<file path="src/rtl/cip_mubi_obs_pkg.sv">
`default_nettype none
// ============================================================================
//  Module   : cip_mubi_obs_pkg
//  Purpose  : Shared types and constants for the mubi observation tracker:
//             sample class enum, bin indices and the TRUE-pattern helper.
//  Options  : CIP_MUBI_OBS_STABLE_EN (used by cip_mubi_obs_chan)
//  Revision : 1.0  initial release
// ============================================================================
package cip_mubi_obs_pkg;

  // Classification of one mubi sample; NONE only exists before the first commit
  typedef enum logic [1:0] {
    NONE  = 2'd0,
    TRUE  = 2'd1,
    FALSE = 2'd2,
    INVAL = 2'd3
  } class_e;

  localparam int BinTrue  = 0;
  localparam int BinFalse = 1;
  localparam int BinInval = 2;
  localparam int BinT2f   = 3;
  localparam int BinF2t   = 4;
  localparam int NumBins  = 5;

  // TRUE pattern: nibbles 6,9,6,9... starting at the LSB, up to 16 bits wide
  function automatic logic [15:0] mubi_true_val(input int width);
    logic [15:0] val;
    val = 16'h0000;
    for (int i = 0; i < 4; i++) begin
      if (i * 4 < width) begin
        val[i*4 +: 4] = (i % 2 == 0) ? 4'h6 : 4'h9;
      end
    end
    return val;
  endfunction

endpackage
`default_nettype wire

</file>
<file path="src/rtl/cip_mubi_obs_chan.sv">
`default_nettype none
// ============================================================================
//  Module   : cip_mubi_obs_chan
//  Purpose  : One mubi channel: classifier, previous-class register, sticky
//             bins, saturating invalid counter and invalid pulse.
//  Options  : CIP_MUBI_OBS_STABLE_EN - commit only values stable across two
//             enabled cycles (adds a raw-sample register)
//  Revision : 1.0  initial release
// ============================================================================
module cip_mubi_obs_chan
  import cip_mubi_obs_pkg::*;
#(
  parameter int Width    = 4,
  parameter int CntWidth = 8
) (
  input  logic                clk_i,
  input  logic                rst_i,
  input  logic                en_i,
  input  logic                clr_i,
  input  logic [Width-1:0]    mubi_i,
  output logic [NumBins-1:0]  bins_o,
  output logic [CntWidth-1:0] inval_cnt_o,
  output logic                inval_pulse_o
);

  localparam logic [15:0]         c_true_full = mubi_true_val(Width);
  localparam logic [Width-1:0]    c_true      = c_true_full[Width-1:0];
  localparam logic [CntWidth-1:0] c_cnt_one   = {{(CntWidth-1){1'b0}}, 1'b1};

  class_e                r_prev;
  logic [NumBins-1:0]    r_bins;
  logic [CntWidth-1:0]   r_cnt;
  logic                  r_pulse;

  class_e                w_cur;
  logic [NumBins-1:0]    w_bins_nxt;
  logic                  w_stable;
  logic                  w_commit;

  // Classify the current sample against the TRUE pattern and its inverse
  always_comb begin
    w_cur = INVAL;
    if (mubi_i == c_true) begin
      w_cur = TRUE;
    end else if (mubi_i == ~c_true) begin
      w_cur = FALSE;
    end
  end

`ifdef CIP_MUBI_OBS_STABLE_EN
  logic [Width-1:0] r_raw;

  // Capture the raw sample on every enabled cycle for the stability compare
  always_ff @(posedge clk_i or posedge rst_i) begin
    if (rst_i) begin
      r_raw <= '0;
    end else if (clr_i) begin
      r_raw <= '0;
    end else if (en_i) begin
      r_raw <= mubi_i;
    end
  end

  assign w_stable = (mubi_i == r_raw);
`else
  assign w_stable = 1'b1;
`endif

  assign w_commit = en_i & ~clr_i & w_stable;

  // Next sticky bins: class bin plus a transition bin only on a direct TRUE<->FALSE
  always_comb begin
    w_bins_nxt = r_bins;
    case (w_cur)
      TRUE: begin
        w_bins_nxt[BinTrue] = 1'b1;
        if (r_prev == FALSE) w_bins_nxt[BinF2t] = 1'b1;
      end
      FALSE: begin
        w_bins_nxt[BinFalse] = 1'b1;
        if (r_prev == TRUE) w_bins_nxt[BinT2f] = 1'b1;
      end
      default: begin
        w_bins_nxt[BinInval] = 1'b1;
      end
    endcase
  end

  // Channel state: clear wins over enable; pulse only lives for one cycle
  always_ff @(posedge clk_i or posedge rst_i) begin
    if (rst_i) begin
      r_prev  <= NONE;
      r_bins  <= '0;
      r_cnt   <= '0;
      r_pulse <= 1'b0;
    end else if (clr_i) begin
      r_prev  <= NONE;
      r_bins  <= '0;
      r_cnt   <= '0;
      r_pulse <= 1'b0;
    end else begin
      r_pulse <= w_commit && (w_cur == INVAL);
      if (w_commit) begin
        r_bins <= w_bins_nxt;
        r_prev <= w_cur;
        if ((w_cur == INVAL) && (r_cnt != {CntWidth{1'b1}})) begin
          r_cnt <= r_cnt + c_cnt_one;
        end
      end
    end
  end

  assign bins_o        = r_bins;
  assign inval_cnt_o   = r_cnt;
  assign inval_pulse_o = r_pulse;

endmodule
`default_nettype wire

</file>
<file path="src/rtl/cip_mubi_obs_tracker.sv">
`default_nettype none
// ============================================================================
//  Module   : cip_mubi_obs_tracker
//  Purpose  : Observes a packed array of mubi signals, records per-channel
//             coverage bins and invalid counts, and flags full coverage.
//  Options  : CIP_MUBI_OBS_STABLE_EN - glitch rejection in each channel
//  Revision : 1.0  initial release
// ============================================================================
module cip_mubi_obs_tracker
  import cip_mubi_obs_pkg::*;
#(
  parameter int NumMubis = 1,
  parameter int Width    = 4,
  parameter int CntWidth = 8
) (
  input  logic                         clk_i,
  input  logic                         rst_i,
  input  logic                         en_i,
  input  logic                         clr_i,
  input  logic [NumMubis*Width-1:0]    mubis_i,
  output logic [NumMubis*NumBins-1:0]  bins_o,
  output logic [NumMubis*CntWidth-1:0] inval_cnt_o,
  output logic [NumMubis-1:0]          inval_pulse_o,
  output logic                         all_covered_o
);

  logic [NumMubis*NumBins-1:0] w_bins;
  logic                        r_all;

  for (genvar k = 0; k < NumMubis; k++) begin : g_chan
    cip_mubi_obs_chan #(
      .Width    (Width),
      .CntWidth (CntWidth)
    ) u_chan (
      .clk_i         (clk_i),
      .rst_i         (rst_i),
      .en_i          (en_i),
      .clr_i         (clr_i),
      .mubi_i        (mubis_i[k*Width +: Width]),
      .bins_o        (w_bins[k*NumBins +: NumBins]),
      .inval_cnt_o   (inval_cnt_o[k*CntWidth +: CntWidth]),
      .inval_pulse_o (inval_pulse_o[k])
    );
  end

  // Coverage flag follows the registered bins by one cycle
  always_ff @(posedge clk_i or posedge rst_i) begin
    if (rst_i) begin
      r_all <= 1'b0;
    end else if (clr_i) begin
      r_all <= 1'b0;
    end else begin
      r_all <= &w_bins;
    end
  end

  assign bins_o        = w_bins;
  assign all_covered_o = r_all;

endmodule
`default_nettype wire

</file>
<file path="config.mk">
export PLATFORM = sky130hd
export DESIGN_NAME = cip_mubi_obs_tracker
export DESIGN_NICKNAME = d
export VERILOG_FILES = /design/src/rtl/cip_mubi_obs_pkg.sv /design/src/rtl/cip_mubi_obs_chan.sv /design/src/rtl/cip_mubi_obs_tracker.sv
export SDC_FILE = /design/constraint.sdc
export NUM_CORES = 1
export LEC_CHECK = 0
export CAP_MARGIN = 20
export CORE_MARGIN = 5
export CORE_UTILIZATION = 49
export DETAILED_ROUTE_END_ITERATION = 12
export PLACE_DENSITY = 0.88
export SYNTH_ARGS = -nofsm -noshare
export SYNTH_HDL_FRONTEND = slang
export SYNTH_SLANG_ARGS = --single-unit
</file>
<file path="constraint.sdc">
create_clock -name clk_i -period 3.6 [get_ports clk_i]
set_input_delay 0.72 -clock clk_i [delete_from_list [all_inputs] [get_ports clk_i]]
set_output_delay 0.72 -clock clk_i [all_outputs]
set_load 0.01 [all_outputs]
</file>
==> flow_metrics.tcl <==
set metrics [dict create \
    cts_buffers 3 \
    drv_cap 0 \
    cp_max_fo 9 \
    viasPerCell 5.82 \
    ys_seq_area_share_pct 51.8 \
    worst_pin_slew_ns 0.632 \
    status "complete, no violations" \
    cts_sinks 17 \
    finalNonFillerCells 122 \
    io_pins 23 \
    ys_warn_count 0 \
    wl_per_cell_um 14.5 \
    final_antenna_net_count 0 \
    required_ns 3.77 \
    synth_cell_types 29 \
    syn_inst 82 \
    cp.arrival_ns 2.24 \
    path_clk_slew_ns 0.09 \
    cts_tree "done" \
    power.total_mw 0.346 \
    synth_nets 91 \
    final_nets 116 \
    endpoint_kind "flop" \
    ys_seq_elements 17 \
    tns_ns 0 \
    whs_path_depth 1 \
    wl_um 1770 \
    grt-ovfl-total 0 \
    hold_slack_ns 0.520 \
    drt-initial-drc-count 22 \
    fin_worst_skew_ns 0.00106 \
    holdBufCountCts 0 \
    clk_path_buf_depth 2 \
    ir_worst_vdd_v 0.000215 \
    io_buffer_count 22 \
    grt_pass1_vias 741 \
    antenna_found_initial 0 \
    place_inst 118 \
    drv_slew 0 \
    final_design_area_no_fill_um2 1080 \
    dp_hpwl_um 1350 \
    insertion_delay_ns 0.28 \
    max_clock_freq_mhz 483 \
    hold_start "g_chan[0].u_chan.inval_cnt_o[6]$_DFFE_PP0P_" \
    fin_ws_ns 1.53 \
    holdPathEnd "g_chan[0].u_chan.inval_cnt_o[6]$_DFFE_PP0P_" \
    std_cell_rows 14 \
    die-area_um2 2600 \
    final_util_pct 70.1 \
    place_area_um2 1050 \
    leakagePower_nw 0.448 \
    synthTopCellsByArea "dfrtp_1 52%, nor2_1 6.8%, a21oi_1 4.3%" \
    die_w_um 51.0 \
    setup_viol 0 \
    post-place-ws_ns 1.24 \
    cp-start-kind "primary input" \
    vias 710 \
    antennaDiodeCount 0 \
    avgSynthCellArea_um2 10.0 \
    timing.rr.end "g_chan[0].u_chan.inval_cnt_o[0]$_DFFE_PP0P_" \
    htreeDepth 1 \
    reg2reg_from "g_chan[0].u_chan.inval_cnt_o[0]$_DFFE_PP0P_" \
    period_share_pct 57.5 \
    dieHeight_um 51.0 \
    slew_headroom_pct 57.8 \
    syn_to_final_growth_pct 31.5 \
    cts_setup_buffers 0 \
    ctsResizeCount 0 \
    synth_top_area_cell "dfrtp_1" \
    synth.top_cell.area_share_pct 51.8 \
    finalHoldViolations 0 \
    routabilityCongestion 0.747 \
    power_density_nw_per_um2 320 \
    grt_max_degree 21 \
    grt_pass1_wl_um 3190 \
    syn_area_um2 822 \
    core_region_area_um2 1540 \
    min_period_ns 2.07 \
    start_util_pct 53.3 \
    grt_usage_pct 15.8 \
    hold_path.class "flop to flop" \
    reg2reg_slack_ns 1.97 \
    rr_worst_depth 5 \
    drc 0 \
    rsz0062_at_grt "no" \
    root_buffer "clkbuf_4" \
    firstDrtPassIters 4 \
    critPathKind "primary input to flop" \
    final_layout_size_suffix_gt1_share_pct 5.66 \
]
[where the power goes]
group	total (mW)	internal [mW]	switching [mW]
Clock	0.0986	0.0429	0.0557
Sequential	0.202	0.197	0.00488
Combinational	0.0456	0.0229	0.0227
Total	0.346	0.263	0.0833
[synth_stat cells]
cell       number
o21ai_0         1
nor2_1         15
nand3_1         2
nand2b_1        2
a21oi_1         7
and3_1          1
nor4_1          2
nand4bb_2       2
nand3_4         1
and4b_1         1
o2111ai_1       1
nand4b_1        1
or3_1           1
inv_1           5
a311oi_1        1
nor3_1          1
nor2b_1         3
mux2i_1         1
dfrtp_1        17
nand2_1         4
a31oi_1         2
mux2_1          2
buf_1           1
o31ai_1         1
ha_1            1
a211oi_1        3
clkbuf_1        1
or4_1           1
nand4_1         1
[cell usage in the layout, fill, tap and decap left out, types with 3 or more instances in the layout]
cell type | synthesis | routed
nand2_1 | 4 | 4
a21oi_1 | 7 | 7
dfrtp_1 | 17 | 17
nor2b_1 | 3 | 3
clkbuf_4 | 0 | 3
clkdlybuf4s50_1 | 0 | 22
a211oi_1 | 3 | 3
inv_1 | 5 | 5
nor2_1 | 15 | 15
[cell families (layout without fill, tap and decap cells)]
logic type               count (synthesis)  in the layout  synth area share (%)
buffers and inverters                    7             31                  3.20
multiplexers                             3              3                  3.96
flip-flops                              17             17                  51.8
adder cells (fa/ha/maj)                  1              1                  1.52
AO/OA/AOI/OAI                           16             16                  12.2
AND/OR/NAND/NOR                         38             38                  27.4
[per-layer routing]
metal  part of all wire, %  wire length [um]  global-route usage (%)
met5                     0                 0                       0
met4                  0.34                 6                    3.83
met3                   5.0                89                    2.91
met2                    51               898                    28.3
met1                    44               772                    19.6
[worst max path at each step]
stage,slack (ns),endpoint,start
2_1_floorplan,1.87,g_chan[0].u_chan.inval_cnt_o[5]$_DFFE_PP0P_,mubis_i[2]
3_3_place_gp,1.30,g_chan[0].u_chan.inval_cnt_o[5]$_DFFE_PP0P_,mubis_i[2]
3_5_place_dp,1.24,g_chan[0].u_chan.inval_cnt_o[5]$_DFFE_PP0P_,mubis_i[2]
4_1_cts,1.54,g_chan[0].u_chan.inval_cnt_o[5]$_DFFE_PP0P_,mubis_i[2]
5_1_grt,1.41,g_chan[0].u_chan.inval_cnt_o[5]$_DFFE_PP0P_,mubis_i[2]
6_report,1.53,g_chan[0].u_chan.inval_cnt_o[5]$_DFFE_PP0P_,mubis_i[2]
[area by class of cell]
type	count	area [um2]
well taps	16	20.0
inverters	5	18.8
flip-flops and latches	17	425
multi-input cells	58	370
clock buffers	4	26.3
fillers	142	460
repair buffers	22	220
[critical path: stages]
cell and delay [ns]:
clkdlybuf4s50_1 0.49, nand4bb_2 0.20, nand3_4 0.13, nor4_1 0.35, mux2_1 0.35
[flip-flops by register name, summed over array words and instances (netlist names)]
register / flops
g_chan.u_chan.r_prev: 2
g_chan.u_chan.bins_o: 5
all_covered_o: 1
g_chan.u_chan.inval_pulse_o: 1
g_chan.u_chan.inval_cnt_o: 8
Note: power is estimated with default switching activity, not from simulation.
